==> src/rtl/sram_port_pkg.sv <==
// Shared types and constants for the SRAM port master and its response FIFO.
package sram_port_pkg;

   typedef enum logic {
      INIT,
      RUN
   } state_t;

   localparam int unsigned READ_LATENCY = 2;
   localparam int unsigned FIFO_DEPTH   = 2;

   localparam logic OP_READ  = 1'b0;
   localparam logic OP_WRITE = 1'b1;

endpackage

==> src/rtl/sram_rsp_fifo.sv <==
// Small in-order response FIFO with valid/ready output and synchronous active-low reset.
// The producer guarantees a free slot before pushing, so there is no push back-pressure.
module sram_rsp_fifo
   import sram_port_pkg::*;
#(
   parameter int unsigned DATA_WIDTH = 8
) (
   input  logic                                 clk,
   input  logic                                 rstb,
   input  logic                                 push,
   input  logic [DATA_WIDTH-1:0]                push_data,
   input  logic                                 pop_ready,
   output logic                                 pop_valid,
   output logic [DATA_WIDTH-1:0]                pop_data,
   output logic [$clog2(FIFO_DEPTH+1)-1:0]      count
);

   localparam int unsigned PW = (FIFO_DEPTH > 1) ? $clog2(FIFO_DEPTH) : 1;
   localparam int unsigned CW = $clog2(FIFO_DEPTH + 1);

   logic [DATA_WIDTH-1:0] mem [FIFO_DEPTH];
   logic [PW-1:0]         wr_ptr;
   logic [PW-1:0]         rd_ptr;
   logic                  pop;

   assign pop_valid = (count != '0);
   assign pop       = pop_valid && pop_ready;
   assign pop_data  = mem[rd_ptr];

   // Storage array; contents need no reset because count gates visibility.
   always_ff @(posedge clk) begin
      if (push) begin
         mem[wr_ptr] <= push_data;
      end
   end

   // Pointer and occupancy bookkeeping.
   always_ff @(posedge clk) begin
      if (!rstb) begin
         wr_ptr <= '0;
         rd_ptr <= '0;
         count  <= '0;
      end else begin
         if (push) begin
            wr_ptr <= (wr_ptr == PW'(FIFO_DEPTH - 1)) ? '0 : wr_ptr + PW'(1);
         end
         if (pop) begin
            rd_ptr <= (rd_ptr == PW'(FIFO_DEPTH - 1)) ? '0 : rd_ptr + PW'(1);
         end
         case ({push, pop})
            2'b10:   count <= count + CW'(1);
            2'b01:   count <= count - CW'(1);
            default: count <= count;
         endcase
      end
   end

endmodule

==> src/rtl/sram_port_master.sv <==
// Initiator for a single-port RW OpenRAM macro: turns a valid/ready request stream into
// registered macro cycles, returns read data in order, and optionally clears the array after reset.
module sram_port_master
   import sram_port_pkg::*;
#(
   parameter int unsigned           DATA_WIDTH = 8,
   parameter int unsigned           ADDR_WIDTH = 4,
   parameter int unsigned           RAM_DEPTH  = 1 << ADDR_WIDTH,
   parameter bit                    INIT_CLEAR = 1'b1,
   parameter logic [DATA_WIDTH-1:0] INIT_VALUE = '0
) (
   input  logic                  clk0,
   input  logic                  rstb0,
   input  logic                  req_valid,
   output logic                  req_ready,
   input  logic                  req_we,
   input  logic [ADDR_WIDTH-1:0] req_addr,
   input  logic [DATA_WIDTH-1:0] req_wdata,
   output logic                  rsp_valid,
   input  logic                  rsp_ready,
   output logic [DATA_WIDTH-1:0] rsp_rdata,
   output logic                  init_done,
   output logic                  csb0,
   output logic                  web0,
   output logic [ADDR_WIDTH-1:0] addr0,
   output logic [DATA_WIDTH-1:0] din0,
   input  logic [DATA_WIDTH-1:0] dout0
);

   localparam int unsigned IFW = $clog2(READ_LATENCY + 1);
   localparam int unsigned FCW = $clog2(FIFO_DEPTH + 1);

   state_t                  state;
   logic [ADDR_WIDTH-1:0]   init_ptr;
   logic [READ_LATENCY-1:0] rd_pipe;
   logic [IFW-1:0]          inflight;
   logic [FCW-1:0]          fifo_count;
   logic                    accept;
   logic                    accept_rd;
   logic                    push;

   // Reads still travelling through the macro each reserve a FIFO slot.
   always_comb begin
      inflight = '0;
      for (int unsigned i = 0; i < READ_LATENCY; i++) begin
         inflight = inflight + IFW'(rd_pipe[i]);
      end
   end

   assign req_ready = init_done && ((32'(fifo_count) + 32'(inflight)) < FIFO_DEPTH);
   assign accept    = req_valid && req_ready;
   assign accept_rd = accept && (req_we == OP_READ);
   // dout0 is valid at the posedge READ_LATENCY cycles after acceptance.
   assign push      = rd_pipe[READ_LATENCY-1];

   // Control FSM with registered macro pins; reset discards reads still in the pipe.
   always_ff @(posedge clk0) begin
      if (!rstb0) begin
         state     <= INIT_CLEAR ? INIT : RUN;
         init_ptr  <= '0;
         init_done <= 1'b0;
         csb0      <= 1'b1;
         web0      <= 1'b1;
         addr0     <= '0;
         din0      <= '0;
         rd_pipe   <= '0;
      end else begin
         rd_pipe <= {rd_pipe[READ_LATENCY-2:0], accept_rd};
         case (state)
            INIT: begin
               csb0  <= 1'b0;
               web0  <= 1'b0;
               addr0 <= init_ptr;
               din0  <= INIT_VALUE;
               if (init_ptr == ADDR_WIDTH'(RAM_DEPTH - 1)) begin
                  state <= RUN;
               end else begin
                  init_ptr <= init_ptr + ADDR_WIDTH'(1);
               end
            end
            RUN: begin
               init_done <= 1'b1;
               if (accept) begin
                  csb0  <= 1'b0;
                  web0  <= (req_we == OP_WRITE) ? 1'b0 : 1'b1;
                  addr0 <= req_addr;
                  din0  <= req_wdata;
               end else begin
                  csb0 <= 1'b1;
                  web0 <= 1'b1;
               end
            end
         endcase
      end
   end

   sram_rsp_fifo #(
      .DATA_WIDTH(DATA_WIDTH)
   ) u_rsp_fifo (
      .clk       (clk0),
      .rstb      (rstb0),
      .push      (push),
      .push_data (dout0),
      .pop_ready (rsp_ready),
      .pop_valid (rsp_valid),
      .pop_data  (rsp_rdata),
      .count     (fifo_count)
   );

endmodule

==> config.mk <==
export PLATFORM = sky130hd
export DESIGN_NAME = sram_port_master
export DESIGN_NICKNAME = d
export VERILOG_FILES = /design/src/rtl/sram_port_pkg.sv /design/src/rtl/sram_rsp_fifo.sv /design/src/rtl/sram_port_master.sv
export SDC_FILE = /design/constraint.sdc
export NUM_CORES = 1
export LEC_CHECK = 0
export ABC_CLOCK_PERIOD_IN_PS = 2400
export CORE_MARGIN = 2
export CORE_UTILIZATION = 50
export DETAILED_ROUTE_END_ITERATION = 10
export GPL_TIMING_DRIVEN = 0
export HOLD_SLACK_MARGIN = 0.03
export PLACE_DENSITY_LB_ADDON = 0.12
export SYNTH_ARGS = -nofsm -noshare
export SYNTH_HDL_FRONTEND = slang
export SYNTH_HIERARCHICAL = 1
export SYNTH_SLANG_ARGS = --single-unit
==> constraint.sdc <==
create_clock -name clk0 -period 2.4 [get_ports clk0]
set_input_delay 0.72 -clock clk0 [delete_from_list [all_inputs] [get_ports clk0]]
set_output_delay 0.72 -clock clk0 [all_outputs]
set_load 0.005 [all_outputs]
==> reports/metrics.yaml, run 1 <==
setup_viol: 0
drtPass1Iterations: 4
yosysWarnings: 6
ctsRootBufferMaster: "clkbuf_4"
numPlacedInstances: 239
p_per_area_nw_per_um2: 511
dpl_cell_area_um2: 2250
port_buffers: 49
grt_usage: 0.188
numClockSinks: 43
drcViolationCount: 0
path_class: "reg -> out"
min_path_type: "reg -> reg"
ys_top_cells_by_area: "dfxtp_1 32%, edfxtp_1 28%, mux2_2 5.3%, a21oi_1 3.8%, o21ai_0 2.9%"
finalPower_mw: 1.19
nNetsFinal: 230
relSlewSlack: 0.516
crit_arrival_ps: 1620
drv_cap: 0
start_util: 0.513
layout_min_cycle_time_ps: 2340
avgViaCountPerCell: 5.27
htree_levels: 2
worstMarginPinSlew_ps: 724
drive_gt1_frac: 0.167
hpwlAfterDp_um: 2480
grt_overflow: 0
place.gp.congestion: 0.722
grt_max_degree: 14
setup_tns_ps: 0
cts_hold_buffers: 0
hold_slack_ps: 490
critPathLaunchType: "register"
cp_max_fo: 8
syn_area_um2: 1700
syn_area_per_cell_um2: 11.8
fin_ws_ps: 63.7
grt_pass1_wl_um: 5740
fmax_mhz: 428
grt_pass1_vias: 1291
synthTopCellsByCount: "27 x dfxtp_1, 16 x edfxtp_1, 13 x a21oi_1"
antenna_cells: 0
cpMaxStageDelayCell: "clkdlybuf4s50_1"
clock_skew_ps: 11.3
clock_latency_ps: 350
num_rows: 21
p_leak_nw: 0.809
numCtsBuffers: 5
finalInstanceArea_um2: 2320
drt_first_iter_violations: 35
post_drt_wl_per_cell_um: 13.8
hold_viol_final: 0
cp_slowest_stage_delay_ps: 440
fin_cells: 249
cp-end-kind: "output pin"
core_area_um2: 3310
yosysTopAreaCell: "dfxtp_1"
synth.ff_latch_count: 43
vias: 1312
pre_cts_ws_ps: -161
utilization: 0.702
wl_um: 3440
synthCells: 144
final.period_utilization: 0.973
ios: 50
path_clk_slew_ps: 120
outcome: "complete, no violations"
ir_drop_mv: 0.331
clock_path_buffers: 2
areaGrowthSynthToFinish_pct: 36.7
finalMaxSlewViolations: 0
ant_nets: 0
crit_chain: "buf_6, mux2_2, clkdlybuf4s50_1"
synth_edf_count: 16
synth_top_area_frac: 0.318
synth.distinct_cells: 36
synth.yosys.seq_area_share: 0.601
die_area_um2: 3880
grt_antenna_before_repair: 0
crit_required_ps: 1680
synth_fp_nets: 172
cts_tree: "yes"
synth-async-reset-ratio: 0
synth_most_common_cell: "dfxtp_1"
fp.dieH_um: 62.3
ys.flop_type: "dfxtp_1"
die_w_um: 62.3
[power breakdown]
part,switching [mW],internal [mW],total [mW]
Clock,0.221,0.113,0.335
Combinational,0.0301,0.0526,0.0828
Sequential,0.00641,0.763,0.769
Total,0.258,0.928,1.19
[kinds of logic (layout without fill, tap and decap cells)]
group / Yosys count / count (layout) / synth area share
mux: 9 / 9 / 0.0589
flops: 43 / 43 / 0.601
fa+ha+maj: 3 / 3 / 0.0221
xor+xnor: 4 / 4 / 0.0206
buf+inv: 10 / 69 / 0.0302
simple gates: 32 / 32 / 0.118
compound gates: 43 / 43 / 0.149
[final cells by class]
type | count | area, um2
Buffer | 5 | 31.3
Clock buffer | 6 | 41.3
Clock inverter | 2 | 12.5
Fill cell | 288 | 987
Inverter | 4 | 15.0
Multi-Input combinational cell | 91 | 633
Sequential cell | 43 | 1020
Tap cell | 46 | 57.6
Timing Repair Buffer | 52 | 508
[state kept, by name, indices dropped and copies added (netlist names), named ones only]
register           flops
u_rsp_fifo/mem        16
din0                   8
addr0                  4
init_ptr               4
rd_pipe                2
u_rsp_fifo/count       2
csb0                   1
init_done              1
state                  1
u_rsp_fifo/rd_ptr      1
u_rsp_fifo/wr_ptr      1
web0                   1
[layer usage]
| metal | global-route usage | routed length, um | vias to the layer above |
|---|---|---|---|
| met5 | 0 | 0 | - |
| li1 | - | - | 641 |
| met2 | 0.332 | 1780 | 37 |
| met3 | 0.0507 | 166 | 7 |
| met4 | 0.0806 | 59 | 0 |
| met1 | 0.214 | 1430 | 627 |
[worst paths after layout]
kind | from | endpoint | slack [ps] | depth (start not counted)
max | register | rsp_rdata[3] | 60 | 3
min reg2reg | addr0[0] | addr0[0] | 490 | 2
min | addr0[0] | addr0[0] | 490 | 2
max reg2reg | u_rsp_fifo/count[0] | din0[2] | 750 | 6
[placed cells by master, fill, tap and decap left out, types with 2 or more instances in the layout]
cell type	instances
o21ai_0	10
a21boi_1	2
a31oi_1	4
inv_1	4
clkbuf_4	5
edfxtp_1	16
clkdlybuf4s50_1	48
and2_1	3
dfxtp_1	26
ha_1	2
o21ai_1	7
mux2_2	8
xnor2_1	4
buf_2	4
nand3_1	8
nor2b_1	3
a21oi_1	12
nor2_1	6
nand2_1	2
buf_4	3
nor3_1	2
[what timing repair did]
action | 4_1_cts | 5_1_grt
gates resized for setup | 7 | 3
endpoints found under the hold margin | 0 | 0
pin swaps | 1 | 0
setup endpoints to repair | 7 | 5
buffers inserted | 3 | 0
[worst max-delay path, delay by kind of cell, from the launching register on]
| family | cells | cell delay (ps) |
|---|---|---|
| buffers and inverters | 2 | 570 |
| DFF | 1 | 350 |
| muxes | 1 | 340 |
Note: power is estimated with default switching activity, not from simulation.
==> run 2, diff against run 1 <==
--- a/config.mk
+++ b/config.mk
@@ -9,9 +9,11 @@
 export CORE_MARGIN = 2
 export CORE_UTILIZATION = 50
 export DETAILED_ROUTE_END_ITERATION = 10
+export DONT_BUFFER_PORTS = 1
 export GPL_TIMING_DRIVEN = 0
 export HOLD_SLACK_MARGIN = 0.03
 export PLACE_DENSITY_LB_ADDON = 0.12
+export REMOVE_ABC_BUFFERS = 1
 export SYNTH_ARGS = -nofsm -noshare
 export SYNTH_HDL_FRONTEND = slang
 export SYNTH_HIERARCHICAL = 1
==> run 2 against run 1 <==
Clock-buffer cell count shrank 1. Largest power group unchanged. Global-route usage is 2.5 points lower. Clock skew down 4.5 ps. Worst setup slack better by 110 ps. Final cell count fell by 22%.
==> reports/metrics.yaml, run 2 (synthesis gave the netlist of run 1 again) <==
worst_hold_startpoint: "req_we"
setup_viol: 0
setup_tns_ps: 0
grt_pass1_wl_um: 4840
swShare: 0.222
hold_viol_final: 0
grt_usage: 0.163
fp.dieH_um: 62.3
crit_required_ps: 1680
crit_arrival_ps: 1510
critPathBufInv: 0
largest_reg_flops: 16
grt_overflow: 0
use_met3: 0.0743
ir_drop_mv: 0.363
grt_antenna_before_repair: 0
final.period_utilization: 0.929
drt_first_iter_violations: 55
cp_slowest_stage_delay_ps: 400
hold_slack_ps: 422
p_int_mw: 0.892
numClockSinks: 43
p_per_area_nw_per_um2: 636
antenna_cells: 0
p_clk_frac: 0.304
numPlacedInstances: 184
relSlewSlack: 0.376
hpwlAfterDp_um: 2100
p_leak_nw: 0.598
fillers: 311
drtPass1Iterations: 4
die_w_um: 62.3
finalMaxSlewViolations: 0
power_frac_seq: 0.673
r2r_slack_ps: 400
p_switching_mw: 0.255
min_path_type: "in -> reg"
core_area_um2: 3310
grt_pass1_vias: 1084
crit_chain: "ha_1, or3b_4, a21oi_2"
grt_max_degree: 16
num_rows: 21
layout_common_cells: "27 x dfxtp_1, 16 x edfxtp_1, 12 x a21oi_1"
path_class: "reg -> out"
top_register: "u_rsp_fifo/mem"
cp-end-kind: "output pin"
port_buffers: 0
r2r_end: "addr0[3]"
utilization: 0.544
nNetsFinal: 175
cpMaxStageDelayCell: "or3b_4"
ios: 50
ant_nets: 0
grtUsageMet2: 0.296
hold_depth: 1
vias: 1087
grt_use_met1: 0.163
wl_um: 3040
path_clk_slew_ps: 120
layout_min_cycle_time_ps: 2230
clock_skew_ps: 6.77
worstMarginPinSlew_ps: 934
place.gp.congestion: 0.752
cts_tree: "yes"
fin_cells: 194
clock_latency_ps: 350
cp_max_fo: 5
areaGrowthSynthToFinish_pct: 6.04
reg_top3: "u_rsp_fifo/mem: 16 flops, din0: 8 flops"
r2r_start: "u_rsp_fifo/count[0]"
critPathLaunchType: "register"
drive_gt1_frac: 0.176
layout_commonest_cell: "dfxtp_1"
htree_levels: 2
clock_path_buffers: 2
holdPathEnd: "rd_pipe[0]"
p_comb_frac: 0.023
fmax_mhz: 448
busiest_layer: "met2"
ctsRootBufferMaster: "clkbuf_4"
outcome: "complete, no violations"
numCtsBuffers: 5
post_drt_wl_per_cell_um: 15.6
drcViolationCount: 0
avgViaCountPerCell: 5.60
crit_family: "simple AND/OR/NAND/NOR gates"
reg2regPathDepth: 4
drv_cap: 0
grt_setup_unrepaired: "no"
die_area_um2: 3880
start_util: 0.513
## run 2: changes by cell type in the layout (fill, tap and decap cells not counted), sizes merged
cell | previous run | this run
buf | 8 | 2
clkbuf | 7 | 5
clkinv | 1 | 2
clkdlybuf4s50 | 48 | 0
## run 2: worst max path at each step
stage                        start  slack (ps)  depth (start not counted)        end
6_report       u_rsp_fifo/count[0]         170                          3  req_ready
5_1_grt        u_rsp_fifo/count[0]         110                          3  req_ready
4_1_cts        u_rsp_fifo/count[0]           4                          3  req_ready
3_5_place_dp   u_rsp_fifo/count[0]         360                          3  req_ready
3_3_place_gp   u_rsp_fifo/count[0]         380                          3  req_ready
2_1_floorplan  u_rsp_fifo/count[0]         510                          3  req_ready
## run 2: metrics by stage
stage	setup WS (ps)	instance area, um2	power, mW
final	170	1800	1.15
after global routing	110	1800	1.20
after CTS	3.75	1790	1.17
after detailed placement	359	1720	0.815
after global placement	378	1720	0.814
after floorplan	506	1660	0.808
## run 2: repair_timing
item | in CTS | in global routing
gates resized for setup | 1 | 0
endpoints found under the setup margin | 1 | 1
hold buffers | 0 | 0
gates cloned | 0 | 0
pin swaps | 0 | 1
buffers inserted | 0 | 2
## run 2: metal layers
metal	share of wire	vias up
li1	-	534
met1	0.38	512
met2	0.53	35
met3	0.082	6
met4	0.014	0
met5	0	-
## run 2: layout make-up
| class | count | area, um2 | area share |
|---|---|---|---|
| Multi-Input combinational cell | 91 | 631 | 0.350 |
| Inverter | 4 | 15.0 | 0.00833 |
| Sequential cell | 43 | 1020 | 0.567 |
| Clock inverter | 3 | 25.0 | 0.0139 |
| Tap cell | 46 | 57.6 | 0.0319 |
| Clock buffer | 5 | 37.5 | 0.0208 |
| Timing Repair Buffer | 2 | 15.0 | 0.00833 |
## run 2: power by group through the flow
stage	Combinational (mW)	Clock (mW)	Sequential [mW]
after floorplan	0.0217	0	0.786
after global placement	0.0256	0	0.789
after detailed placement	0.0259	0	0.789
after CTS	0.0261	0.367	0.773
after global routing	0.0296	0.399	0.774
final	0.0260	0.348	0.772
==> run 3, diff against run 2 <==
--- a/config.mk
+++ b/config.mk
@@ -7,7 +7,7 @@
 export LEC_CHECK = 0
 export ABC_CLOCK_PERIOD_IN_PS = 2400
 export CORE_MARGIN = 2
-export CORE_UTILIZATION = 50
+export CORE_UTILIZATION = 65
 export DETAILED_ROUTE_END_ITERATION = 10
 export DONT_BUFFER_PORTS = 1
 export GPL_TIMING_DRIVEN = 0
==> run 3 against run 2 <==
Combinational power about the same. Utilization increased by 17 points. Maximum frequency about the same. Clock skew decreased by 1.2 ps. Global-route usage increased by 5.0 points. Total power decreased by 3.4%. Critical path type unchanged. Largest cell class unchanged. Largest power group unchanged.
==> reports/metrics.yaml, run 3 (synthesis gave the netlist of run 1 again) <==
ir_drop_mv: 0.499
worst_hold_startpoint: "req_we"
setup_tns_ps: 0
grtUsageMet2: 0.363
r2r_end: "addr0[3]"
layout_common_cells: "27 x dfxtp_1, 16 x edfxtp_1, 12 x a21oi_1"
die_area_um2: 3040
hold_viol_final: 0
finalMaxSlewViolations: 0
drcViolationCount: 0
ctsRootBufferMaster: "clkbuf_4"
numPlacedInstances: 168
final.period_utilization: 0.930
grt_overflow: 0
clock_skew_ps: 5.57
antenna_cells: 0
grt_setup_unrepaired: "no"
path_class: "reg -> out"
fmax_mhz: 448
worstMarginPinSlew_ps: 902
drtPass1Iterations: 4
finalPower_mw: 1.11
reg2regPathDepth: 4
cp_max_fo: 5
vias: 1107
cts_hold_buffers: 0
clock_path_buffers: 2
min_path_type: "in -> reg"
cp-end-kind: "output pin"
core_area_um2: 2480
drive_gt1_frac: 0.150
avgViaCountPerCell: 6.25
clock_latency_ps: 340
cts_tree: "yes"
grt_antenna_before_repair: 0
areaGrowthSynthToFinish_pct: 3.61
nNetsFinal: 174
num_rows: 18
r2r_start: "u_rsp_fifo/count[0]"
die_w_um: 55.1
drv_cap: 0
regArea_um2: 1020
relSlewSlack: 0.397
setup_viol: 0
multi_input_area_um2: 631
crit_required_ps: 1680
fp.dieH_um: 55.1
start_util: 0.686
hpwlAfterDp_um: 2150
reg_top3: "u_rsp_fifo/mem: 16 flops, din0: 8 flops"
r2r_slack_ps: 430
outcome: "complete, no violations"
p_leak_nw: 0.589
numCtsBuffers: 5
largest_reg_flops: 16
layout_commonest_cell: "dfxtp_1"
port_buffers: 0
hold_depth: 1
grt_use_met1: 0.217
top_register: "u_rsp_fifo/mem"
critPathLaunchType: "register"
fillers: 196
crit_arrival_ps: 1510
drt_first_iter_violations: 28
fin_cells: 177
post_drt_wl_per_cell_um: 16.9
grt_max_degree: 16
place.gp.congestion: 0.743
ios: 50
use_met3: 0.113
wl_um: 2980
grt_pass1_vias: 1000
grt_usage: 0.213
numClockSinks: 43
grt_pass1_wl_um: 4370
layout_min_cycle_time_ps: 2230
htree_levels: 2
holdPathEnd: "rd_pipe[0]"
ant_nets: 0
p_per_area_nw_per_um2: 629
path_clk_slew_ps: 100
busiest_layer: "met2"
[run 3: cell types whose count changed in the layout (fill, tap and decap cells not counted)]
cell,previous run,this run
buf_4,2,1
clkinvlp_4,1,0
clkinv_1,0,2
clkbuf_1,0,1
clkinv_4,2,0
[run 3: critical path: stages (launching register included)]
cell,delay [ps]
dfxtp_1,380
ha_1,230
or3b_4,400
a21oi_2,170
[run 3: per-layer routing]
| layer | wire length [um] | up-vias |
|---|---|---|
| met5 | 0 | - |
| met4 | 64 | 0 |
| met3 | 310 | 8 |
| met2 | 1550 | 35 |
| met1 | 1060 | 533 |
| li1 | - | 531 |
[run 3: final cells by class]
| class | instances | area share |
|---|---|---|
| well taps | 30 | 0.0213 |
| flip-flops and latches | 43 | 0.580 |
| clock buffers | 6 | 0.0235 |
| repair buffers | 1 | 0.00426 |
| inverters | 4 | 0.00853 |
| clock inverters | 2 | 0.00426 |
| multi-input cells | 91 | 0.358 |
[run 3: worst max path at each step]
| stage | endpoint | slack (ps) | startpoint |
|---|---|---|---|
| detailed placement | req_ready | 380 | u_rsp_fifo/count[0] |
| CTS | req_ready | 30 | u_rsp_fifo/count[0] |
| global route | req_ready | 100 | u_rsp_fifo/count[0] |
| floorplan | req_ready | 510 | u_rsp_fifo/count[0] |
| global placement | req_ready | 390 | u_rsp_fifo/count[0] |
| finish | req_ready | 170 | u_rsp_fifo/count[0] |
[run 3: where the power goes]
part | total, mW | switching, mW | internal (mW) | leakage [nW]
logic | 0.0258 | 0.0155 | 0.0104 | 0.199
registers | 0.772 | 0.00861 | 0.764 | 0.363
clock network | 0.310 | 0.201 | 0.109 | 0.0273
total | 1.11 | 0.225 | 0.883 | 0.589
[run 3: through the flow]
stage / worst slack, ps / area, um2 / hold slack, ps / utilization
2_1_floorplan: 506 / 1660 / 441 / -
3_3_place_gp: 387 / 1700 / 452 / 0.686
3_5_place_dp: 375 / 1700 / 489 / 0.686
4_1_cts: 29.6 / 1750 / 418 / 0.708
5_1_grt: 97.9 / 1760 / 404 / 0.711
6_report: 169 / 1760 / 438 / 0.711
[run 3: what timing repair did]
action / 4_1_cts / 5_1_grt
buffers inserted: 0 / 1
pin swaps: 0 / 1
resized for setup: 1 / 0
setup endpoints to repair: 1 / 1
